[src/rtl/fetch_unit_pkg.sv]
// Shared types and constants for the instruction fetch stage.
// Imported by the fetch top and its fetch buffer.
package fetch_unit_pkg;

    localparam int ADDR_W = 64;
    localparam int DATA_W = 32;

    localparam logic [ADDR_W-1:0] REG_ZERO        = '0;
    localparam logic [ADDR_W-1:0] FETCH_RESET_PC  = 64'h0000_0000_8000_0000;
    localparam logic [ADDR_W-1:0] FETCH_ROM_BASE  = 64'h0000_0000_8000_0000;
    localparam logic [ADDR_W-1:0] FETCH_ROM_LIMIT = 64'h0000_0000_8FFF_FFFF;

    typedef enum logic [1:0] {
        FETCH_IDLE  = 2'd0,
        FETCH_RUN   = 2'd1,
        FETCH_FAULT = 2'd2
    } fetch_state_e;

    typedef struct packed {
        logic [ADDR_W-1:0] pc;
        logic [DATA_W-1:0] inst;
    } fetch_entry_t;

endpackage

[src/rtl/fetch_fifo.sv]
// Fetch buffer holding {pc, inst} pairs for decode.
// Head is read straight from storage registers; flush empties it.
module fetch_fifo
    import fetch_unit_pkg::*;
#(
    parameter int DEPTH = 4,
    localparam int AW = $clog2(DEPTH),
    localparam int CW = AW + 1
) (
    input  logic         Clk,
    input  logic         Rst,
    input  logic         push,
    input  fetch_entry_t wdata,
    input  logic         pop,
    input  logic         flush,
    output fetch_entry_t head,
    output logic         valid,
    output logic [CW-1:0] count
);

    fetch_entry_t mem [DEPTH];
    logic [AW-1:0] wr_ptr;
    logic [AW-1:0] rd_ptr;

    // Storage, pointers and occupancy; flush wins over push and pop.
    always_ff @(posedge Clk or negedge Rst) begin
        if (!Rst) begin
            for (int i = 0; i < DEPTH; i++) begin
                mem[i] <= '0;
            end
            wr_ptr <= '0;
            rd_ptr <= '0;
            count  <= '0;
        end else if (flush) begin
            wr_ptr <= '0;
            rd_ptr <= '0;
            count  <= '0;
        end else begin
            if (push) begin
                mem[wr_ptr] <= wdata;
                wr_ptr      <= wr_ptr + AW'(1);
            end
            if (pop) begin
                rd_ptr <= rd_ptr + AW'(1);
            end
            unique case ({push, pop})
                2'b10:   count <= count + CW'(1);
                2'b01:   count <= count - CW'(1);
                default: count <= count;
            endcase
        end
    end

    // Head entry and non-empty flag.
    always_comb begin
        head  = mem[rd_ptr];
        valid = (count != '0);
    end

endmodule

[src/rtl/fetch_unit.sv]
// Instruction fetch stage: PC, ROM request, byte reorder, fetch buffer.
// Handles redirects and faults on fetches outside the ROM window.
module fetch_unit
    import fetch_unit_pkg::*;
#(
    parameter int          FIFO_DEPTH = 4,
    parameter logic [63:0] RESET_PC   = FETCH_RESET_PC,
    parameter logic [63:0] ROM_BASE   = FETCH_ROM_BASE,
    parameter logic [63:0] ROM_LIMIT  = FETCH_ROM_LIMIT
) (
    input  logic        Clk,
    input  logic        Rst,
    output logic [63:0] ReadAddrOut,
    input  logic [31:0] ReadDataIn,
    input  logic        RomReady,
    input  logic        JumpFlag,
    input  logic [63:0] JumpAddr,
    input  logic        InstReady,
    output logic        InstValid,
    output logic [31:0] InstOut,
    output logic [63:0] InstAddrOut,
    output logic        FetchFault
);

    localparam int CW = $clog2(FIFO_DEPTH) + 1;

    fetch_state_e state;
    fetch_state_e state_nxt;
    logic [63:0]  pc;
    logic [63:0]  pc_nxt;
    logic [63:0]  req_pc;
    logic [63:0]  req_pc_nxt;
    logic         inflight;
    logic         inflight_nxt;

    logic          push;
    logic          pop;
    logic          flush;
    logic [CW-1:0] count;
    logic [CW:0]   used;
    logic          credit;
    logic          stall;
    logic [63:0]   jump_pc;
    fetch_entry_t  wdata;
    fetch_entry_t  head;
    logic          unused_jump_bits;

    // Whole word must sit inside the ROM window; 0 is the ROM idle code.
    function automatic logic legal(input logic [63:0] addr);
        logic [64:0] last;
        last = {1'b0, addr} + 65'd3;
        return (addr != REG_ZERO) && (addr >= ROM_BASE) &&
               (last <= {1'b0, ROM_LIMIT});
    endfunction

    // ROM returns M[a] in the top byte; decode wants it in the bottom.
    function automatic logic [31:0] byteswap(input logic [31:0] d);
        return {d[7:0], d[15:8], d[23:16], d[31:24]};
    endfunction

    assign jump_pc          = {JumpAddr[63:2], 2'b00};
    assign unused_jump_bits = ^JumpAddr[1:0];
    assign stall            = inflight && !RomReady;
    assign used             = {1'b0, count} + (CW+1)'(inflight);
    assign credit           = used < (CW+1)'(FIFO_DEPTH);
    assign wdata            = '{pc: req_pc, inst: byteswap(ReadDataIn)};
    assign FetchFault       = (state == FETCH_FAULT);
    assign InstOut          = head.inst;
    assign InstAddrOut      = head.pc;

    // State, PC and the single outstanding request.
    always_ff @(posedge Clk or negedge Rst) begin
        if (!Rst) begin
            state    <= FETCH_IDLE;
            pc       <= RESET_PC;
            req_pc   <= '0;
            inflight <= 1'b0;
        end else begin
            state    <= state_nxt;
            pc       <= pc_nxt;
            req_pc   <= req_pc_nxt;
            inflight <= inflight_nxt;
        end
    end

    // Redirect first, then issue/stall/fault decisions per state.
    always_comb begin
        state_nxt    = state;
        pc_nxt       = pc;
        req_pc_nxt   = req_pc;
        inflight_nxt = inflight;
        push         = 1'b0;
        pop          = 1'b0;
        flush        = 1'b0;
        ReadAddrOut  = REG_ZERO;
        if (JumpFlag) begin
            flush        = 1'b1;
            inflight_nxt = 1'b0;
            pc_nxt       = jump_pc;
            state_nxt    = legal(jump_pc) ? FETCH_RUN : FETCH_FAULT;
        end else begin
            push = inflight && RomReady;
            pop  = InstValid && InstReady;
            unique case (state)
                FETCH_IDLE: begin
                    state_nxt = legal(pc) ? FETCH_RUN : FETCH_FAULT;
                end
                FETCH_RUN: begin
                    if (stall) begin
                        ReadAddrOut = req_pc;
                    end else if (credit && legal(pc)) begin
                        ReadAddrOut  = pc;
                        pc_nxt       = pc + 64'd4;
                        req_pc_nxt   = pc;
                        inflight_nxt = 1'b1;
                    end else begin
                        inflight_nxt = 1'b0;
                        if (!legal(pc)) begin
                            state_nxt = FETCH_FAULT;
                        end
                    end
                end
                FETCH_FAULT: begin
                    inflight_nxt = 1'b0;
                end
                default: begin
                    state_nxt = FETCH_IDLE;
                end
            endcase
        end
    end

    fetch_fifo #(
        .DEPTH (FIFO_DEPTH)
    ) u_fifo (
        .Clk   (Clk),
        .Rst   (Rst),
        .push  (push),
        .wdata (wdata),
        .pop   (pop),
        .flush (flush),
        .head  (head),
        .valid (InstValid),
        .count (count)
    );

endmodule

[config.mk]
export PLATFORM = sky130hd
export DESIGN_NAME = fetch_unit
export DESIGN_NICKNAME = d
export VERILOG_FILES = /design/src/rtl/fetch_unit_pkg.sv /design/src/rtl/fetch_fifo.sv /design/src/rtl/fetch_unit.sv
export SDC_FILE = /design/constraint.sdc
export NUM_CORES = 1
export LEC_CHECK = 0
export CAP_MARGIN = 20
export CORE_AREA = 3 3 262 186
export DETAILED_ROUTE_END_ITERATION = 10
export DIE_AREA = 0 0 265 189
export HOLD_SLACK_MARGIN = 0.03
export PLACE_DENSITY = 0.73
export REMOVE_ABC_BUFFERS = 1
export SYNTH_ARGS = -nofsm -noshare
export SYNTH_HDL_FRONTEND = slang
export SYNTH_HIERARCHICAL = 1
export SYNTH_SLANG_ARGS = --single-unit
[constraint.sdc]
create_clock -name Clk -period 2.8 [get_ports Clk]
set_clock_uncertainty 0.2 [all_clocks]
set_input_delay 0.28 -clock Clk [delete_from_list [all_inputs] [get_ports Clk]]
set_output_delay 0.28 -clock Clk [all_outputs]
set_load 0.01 [all_outputs]
After elaboration in Yosys (flattened, before gate mapping)
Index checks and enable logic that the tools add are counted.
{"block": "word_totals", "in_bits": 101, "word_cells": 104, "out_inout_bits": 162, "reg_bits": 522}
{"block": "op_classes", "n_reduce_logical": 25, "muxes": 34, "magnitude_cmp": 8, "eq_ne": 9, "bitwise": 5, "n_addsub": 8}
{"cell": "64-bit 2-to-1 mux", "n": 8}
{"cell": "384-bit bitwise mux", "n": 1}
{"cell": "96-bit 2-to-1 mux", "n": 3}
{"cell": "96-bit binary-select mux with 2-bit select", "n": 1}
{"cell": "96-bit demux with 2-bit select", "n": 1}
{"cell": "64-bit by 2-bit adder with 65-bit output (second input constant)", "n": 2}
{"cell": "65-bit by 32-bit less-or-equal comparator with 1-bit output (second input constant)", "n": 2}
{"cell": "64-bit by 32-bit >= comparator with 1-bit output (second input constant)", "n": 2}
{"cell": "64-bit nonzero test", "n": 2}
{"cell": "64-bit by 3-bit adder with 64-bit output (second input constant)", "n": 1}
{"cell": "2-bit 2-to-1 mux", "n": 10}
{"cell": "1-bit logical AND", "n": 9}
{"cell": "3-bit inequality test (second input constant)", "n": 3}
{"cell": "3-bit nonzero test", "n": 3}
{"cell": "4-bit AND reduction", "n": 2}
{"cell": "2-bit nonzero test", "n": 4}
{"cell": "3-bit >= comparator (second input constant)", "n": 2}
{"cell": "1-bit 2-to-1 mux", "n": 6}
{"cell": "2-bit NOT with 3-bit output", "n": 2}
{"cell": "2-bit case mux with 3 select lines", "n": 1}
{"cell": "3-bit case mux with 2 select lines", "n": 1}
{"cell": "2-bit by 1-bit adder with 2-bit output (second input constant)", "n": 2}
{"cell": "3-bit by 1-bit adder with 4-bit output", "n": 1}
{"cell": "2-bit by 1-bit equality test with 1-bit output (second input constant)", "n": 2}
{"cell": "other kinds (13)", "n": 18}

Longest topological paths before layout
Gate-level depths: netlist of run 1.
{"block": "logic_depth", "ltp_word": 8, "ltp_mapped": 12, "mapped_depth_nobuf": 7}

By module
Netlist of run 1, hierarchy kept.
{"module": "fetch_fifo", "instances": 1, "cells_each": 969, "seq_area_each_um2": 9784.4, "area_each_um2": 17601.9}
{"module": "fetch_unit", "instances": 1, "cells_each": 537, "seq_area_each_um2": 3179.3, "area_each_um2": 5994.5}

Worst setup path before layout of run 1
OpenSTA, ideal clock, no wires.
{"block": "synth_timing", "path_type": "flip-flop to output port", "from": "register pc[39]", "to": "output port ReadAddrOut[19]", "stages_incl_launch_ff": 8, "setup_slack_ps": -83, "arrival_time_ps": 2403, "required_time_ps": 2320, "n_path_buf": 2, "path_cell_list": "dfrtp_1 or4_1 or4_1 nor3_2 nor4b_4 buf_4 buf_4 a22o_1"}
{"block": "synth_via", "elab_chain_cells": 8, "elab_cells_between_ends": 11, "cone_classes": "1 x add/sub; 2 x order compare; 4 x mux; 4 x reduce/logical"}
{"element": "start, declared", "line_no": "fetch_unit.sv:29", "source": "logic [63:0] pc;"}
{"element": "start signal, assigned", "line_no": "fetch_unit.sv:80", "source": "pc <= pc_nxt;"}
{"element": "64-bit by 2-bit adder with 65-bit output (tied with other cells)", "line_no": "fetch_unit.sv:51", "source": "last = {1'b0, addr} + 65'd3;"}
{"element": "65-bit by 32-bit less-or-equal comparator with 1-bit output / 1-bit logical AND (equally long branches)", "line_no": "fetch_unit.sv:53, fetch_unit.sv:52"}
{"element": "1-bit logical AND *", "line_no": "fetch_unit.sv:52", "source": "return (addr != REG_ZERO) && (addr >= ROM_BASE) &&"}
{"element": "1-bit logical AND *", "line_no": "fetch_unit.sv:111", "source": "end else if (credit && legal(pc)) begin"}
{"element": "64-bit 2-to-1 mux *", "line_no": "fetch_unit.sv:111"}
{"element": "64-bit 2-to-1 mux *", "line_no": "fetch_unit.sv:109", "source": "if (stall) begin"}
{"element": "64-bit 2-to-1 mux *", "line_no": "fetch_unit.sv:104", "source": "unique case (state)"}
{"element": "64-bit 2-to-1 mux *", "line_no": "fetch_unit.sv:96", "source": "if (JumpFlag) begin"}
{"element": "end, declared", "line_no": "fetch_unit.sv:13", "source": "output logic [63:0] ReadAddrOut,"}
Mark *: on every way between the ends. The rest lies on a longest branch, timed or not.

Worst setup path after layout of run 1
{"block": "layout_timing", "from": "register pc[36]", "to": "output port ReadAddrOut[10]"}
The elaborated chain is that of the path after synthesis.

==> impl_metrics.toml, run 1 <==
[status]
status = "complete, but fails checks"
violations = "setup timing"

[floorplan]
start_util_pct = 50.8
die_height_um = 189
row_count = 66
fp.dieArea_um2 = 50100
ios = 263
die_x_um = 265
fp.coreArea_um2 = 46400

[sta]
drv_slew = 0
rsz0062_at_grt = "yes"
max_slew.worst_pin.slew_ns = 0.707
report.final.hold_viol_count = 0
timing.fmax_ghz = 0.275
final.setup.tns_ns = -36.80
fin_crit_ns = 3.63
slew_headroom_pct = 52.9
period_share_pct = 130
worst_slack_ns = -0.832
setup_viol = 98

[place]
portBuffers = 258
place.gp.congestion = 0.795
hpwl_um = 36800
dp.cells = 2401

[grt]
track_usage_pct = 23.8
grt_pass1_vias = 15865
grt_max_degree = 86
antenna_found_initial = 2
gr-total-overflow = 0
grt_pass1_wl_um = 93500

[cells_and_area]
nNetsFinal = 2012
layout_common_cells = "dfrtp_1, mux2_2, mux2_4"
drive_gt1_share_pct = 46.3
final_common_cell = "dfrtp_1"
fin_cells = 2558
area_growth_pct = 27.7
nFillCells = 3304

[critical_path]
crit_fanout = 5
criticalPathCategory = "reg2out"
slowest_delay_ns = 0.58
cp_slowest_cell = "or4_4"
critPathLaunchType = "flop"
worstPathCellList = "or4_1, or4_4, nor3_4, nor4b_4, buf_6, buf_16, a22o_1, buf_6"
crit_arrival_ns = 3.15
end_kind = "output port"
critical_path_required_ns = 2.32
crit_top_cell = "buf_6"
path_buf_inv = 3
critPathTopFamily = "simple AND/OR/NAND/NOR gates"

[power_and_ir_drop]
p_per_area_nw_per_um2 = 495
power_leakage_uw = 0.0150
max-vdd-ir-drop_mv = 0.463

[logic_synthesis]
synth_cell_types = 58
ys_warn_count = 6
synthCells = 1506
syn_area_um2 = 23600
synth_edf_count = 0
syn_area_per_cell_um2 = 15.7
ys_ff_latch = 518
synth_ff_type = "dfrtp_1"
synthArstFlopShare_pct = 100
seq_area_frac_synth_pct = 54.9

[detailed_routing]
vias_per_cell = 5.66
vias = 14484
dr.first_iter.drc_count = 936
ant_nets = 0
routed_wirelength_um = 59000
wire_per_inst_um = 23.1
detail_route.first_pass.iterations = 5
drc = 0

[cts]
cts_tree = "built"
numCtsBuffers = 50
cts_buffer_depth = 3
cts_num_sinks = 518
h-tree-depth = 2
cts-root-buf = "clkbuf_16"
cts.reportedPaths.clkPinSlew_ns = 0.06
clk_latency_ns = 0.58

[flow_run]
maxCapViolations = 0

[worst_hold_path]
hold_path.class = "in2async"
[routing by layer]
layer  up-vias  GRT usage [%]  part of all wire [%]
met1      7693           34.4                    46
met5         -              0                 0.058
met2       381           38.5                    47
met4         4           4.79                   1.7
met3        80           4.13                   5.3
li1       6326              -                     -
[registers in the layout, indices dropped and copies added (netlist names)]
name and flops:
u_fifo/mem 384, u_fifo/count 3, state 2, pc 62, req_pc 62, u_fifo/rd_ptr 2
inflight 1, u_fifo/wr_ptr 2
[path summary, 6_finish.rpt]
check | start | end | slack (ns) | depth (start not counted)
setup / recovery | pc[36] | ReadAddrOut[10] | -0.83 | 8
hold / removal | Rst | u_fifo/mem[312] | 0.03 | 2
setup reg to reg | pc[36] | pc[24] | -0.41 | 11
hold reg to reg | u_fifo/mem[106] | u_fifo/mem[106] | 0.30 | 1
max in group asynchronous | Rst | u_fifo/mem[11] | 1.37 | 3
min in group Clk | JumpAddr[19] | pc[19] | 0.07 | 3
[logic make-up after synthesis]
| logic type | share of synthesized area (%) |
|---|---|
| multiplexers | 33.1 |
| flip-flops | 54.9 |
| AND/OR/NAND/NOR | 5.74 |
| buffers and inverters | 2.78 |
| AO/OA/AOI/OAI | 2.22 |
| XOR/XNOR | 0.779 |
| adder cells (fa/ha/maj) | 0.403 |
| other | 0.0159 |
[stage by stage]
stage / hold slack [ns] / util [%] / power, uW / worst slack (ns) / area (um2)
4_1_cts: 0.0439 / 64.6 / 15100 / -0.807 / 30000
5_1_grt: 0.0731 / 64.9 / 15500 / -0.905 / 30100
3_3_place_gp: 0.108 / 59.6 / 8440 / -0.592 / 27700
2_1_floorplan: -0.216 / - / 7920 / -2.66 / 23000
3_5_place_dp: 0.102 / 59.6 / 8450 / -0.654 / 27700
6_report: 0.0341 / 64.9 / 14900 / -0.832 / 30100
[repair_timing]
item	in CTS	in global routing
resized for setup	429	97
setup endpoints to repair	219	133
setup buffers	53	13
hold endpoints to repair	297	0
hold buffers	2	0
pin swaps	9	16
cloned	9	2
[area by class of cell]
class	instances	area [um2]	area share (%)
multi-input combinational	888	10300	34.2
clock buffer	76	1430	4.74
tap	612	766	2.54
clock inverter	17	168	0.556
timing repair buffer	437	4450	14.8
sequential	518	13000	43.1
inverter	9	33.8	0.112
antenna	1	2.50	0.00831
[cell usage after synthesis (all sizes together) (20+ instances only)]
library cell | number | share of area [%]
a22o | 26 | 0.97
dfrtp | 517 | 55
nand3 | 23 | 0.49
nor4 | 20 | 0.53
and2 | 37 | 0.98
clkbuf | 26 | 0.41
nand2 | 36 | 0.70
o21ai | 26 | 0.55
nor2b | 41 | 1.1
mux2 | 447 | 24
mux4 | 96 | 9.2
buf | 74 | 2.2
[report_power, final]
group | switching [uW] | internal [uW]
logic | 386 | 312
clock network | 2880 | 3720
registers | 49.9 | 7570
total | 3310 | 11600
Note: power is estimated with default switching activity, not from simulation.
==> run 2: changes to the inputs <==
Settings changed: CORE_AREA 3 3 262 186 to 3 3 248 177, DIE_AREA 0 0 265 189 to 0 0 251 180, PLACE_DENSITY 0.73 to 0.77.
Clock period 2.8 ns to 3.8 ns, I/O delays scaled along.
==> run 2 against run 1 <==
Effect of this change:
- clock power shrank 26%
- worst setup slack better by 0.94 ns
- count of clock-buffer cells in the layout decreased by 2
- die area shrank 9.8%
- sequential power is 26% lower
- largest cell class unchanged
- the flow now finishes without violations
- routed wire length decreased by 7.6%
- sequential cell count unchanged
- worst hold slack gained 0.15 ns
- first-iteration DRC count shrank 25%
- register-to-register slack better by 0.80 ns
- cell area shrank 5.1%
- non-clock buffer count decreased by 114
==> impl_metrics.toml, run 2 (synthesis gave the netlist of run 1 again) <==
[sta]
rsz0062_at_grt = "yes"
drv_slew = 0
final.setup.tns_ns = 0
fin_crit_ns = 3.69
max_slew.worst_pin.slew_ns = 1.01
hold-worst-slack_ns = 0.179
report.final.hold_viol_count = 0
period_share_pct = 97.2
slew_headroom_pct = 32.5
setup_viol = 0
timing.fmax_ghz = 0.271

[cells_and_area]
fin_area_um2 = 28600
largest_register_ffs = 384
nFillCells = 2890
nNetsFinal = 1897
regArea_um2 = 13000
multiInputGateArea_um2 = 10100
area_growth_pct = 21.2
final_common_cell = "dfrtp_1"
fin_util_pct = 68.2
layout_common_cells = "dfrtp_1, mux2_2, clkdlybuf4s50_1"
top_regs = "u_fifo/mem x384, pc x62, req_pc x62"
regMostFlops = "u_fifo/mem"
drive_gt1_share_pct = 38.5

[critical_path]
crit_fanout = 17
slowest_delay_ns = 0.53
critical_path_required_ns = 3.22
criticalPathCategory = "reg2out"
crit_arrival_ns = 3.11
worstPathCellList = "or4_1, or4_4, nor3_4, nor4b_4, buf_4, buf_12, a22o_1, clkdlybuf4s15_1"
end_kind = "output port"
cp_slowest_cell = "or4_1"
critPathLaunchType = "flop"

[worst_hold_path]
hold_path.class = "in2reg"

[power_and_ir_drop]
p_per_area_nw_per_um2 = 383
power_leakage_uw = 0.0138
max-vdd-ir-drop_mv = 0.288

[floorplan]
row_count = 63
die_height_um = 180
fp.coreArea_um2 = 41900
start_util_pct = 56.3
fp.dieArea_um2 = 45200
die_x_um = 251
ios = 263

[cts]
cts_num_sinks = 518
numCtsBuffers = 49
cts-root-buf = "clkbuf_16"
cts.reportedPaths.clkPinSlew_ns = 0.06
h-tree-depth = 2
cts_buffer_depth = 3
cts_tree = "built"
clk_latency_ns = 0.57

[detailed_routing]
vias = 13902
wire_per_inst_um = 22.9
ant_nets = 0
wl_met2_um = 26300
detail_route.first_pass.iterations = 5
met1_length_um = 24600
drc = 0
wl_met3_um = 2510
vias_per_cell = 5.84
top_layer_used = "met5"
dr.first_iter.drc_count = 700
routed_wirelength_um = 54600

[grt]
track_usage_pct = 24.6
gr-total-overflow = 0
grt_pass1_vias = 15391
grt_pass1_wl_um = 88100
antenna_found_initial = 5
grt_max_degree = 125

[place]
hpwl_um = 34100
portBuffers = 258
place_area_um2 = 26900
place.gp.congestion = 0.823

[status]
status = "completed"

[flow_run]
maxCapViolations = 0
## run 2: worst max-delay path: cells and delay by family (launching register included)
| family | cells | cell delay, ns |
|---|---|---|
| flops | 1 | 0.37 |
| simple gates | 4 | 1.45 |
| compound gates | 1 | 0.14 |
| buf+inv | 3 | 0.59 |
## run 2: final timing paths
| kind | startpoint | end | slack (ns) | cells after the start |
|---|---|---|---|---|
| min in group asynchronous | Rst | u_fifo/mem[313] | 0.22 | 2 |
| min reg2reg | pc[32] | pc[32] | 0.30 | 1 |
| max in group asynchronous | Rst | u_fifo/mem[242] | 2.07 | 3 |
| max reg2reg | pc[39] | req_pc[3] | 0.39 | 8 |
| min | JumpAddr[25] | pc[25] | 0.18 | 3 |
| max | pc[39] | ReadAddrOut[11] | 0.11 | 8 |
## run 2: routing by layer
metal | GRT usage [%] | up-vias
met4 | 6.31 | 4
li1 | - | 6094
met3 | 4.12 | 81
met1 | 34.9 | 7388
met2 | 40.0 | 335
met5 | 0 | -
## run 2: report_power, final
group          switching (uW)  internal, uW  leakage [uW]  total [uW]
Sequential               55.9          5580       0.00709        5640
Combinational             242           196       0.00592         438
Clock                    2070          2800      0.000777        4870
## run 2: stage by stage
step / total power [uW] / std cells / worst slack [ns]
2_1_floorplan: 5840 / 1415 / -1.76
3_3_place_gp: 6160 / 2279 / 0.177
3_5_place_dp: 6180 / 2279 / 0.146
4_1_cts: 11100 / 2373 / -0.00487
5_1_grt: 11400 / 2380 / -0.00884
6_report: 10900 / 2380 / 0.106
## run 2: repair_timing
action | in CTS | in global routing
setup buffers | 4 | 4
pin swaps | 1 | 0
resized for setup | 38 | 45
gates cloned | 1 | 0
hold buffers | 2 | 0
endpoints found under the setup margin | 27 | 25
hold endpoints to repair | 83 | 0
## run 2: final cells by class
| type | instances | area share (%) |
|---|---|---|
| inverters | 9 | 0.118 |
| well taps | 552 | 2.41 |
| flip-flops and latches | 518 | 45.3 |
| multi-input cells | 888 | 35.3 |
| repair buffers | 323 | 11.3 |
| diodes | 3 | 0.0262 |
| clock inverters | 13 | 0.525 |
| clock buffers | 74 | 5.01 |
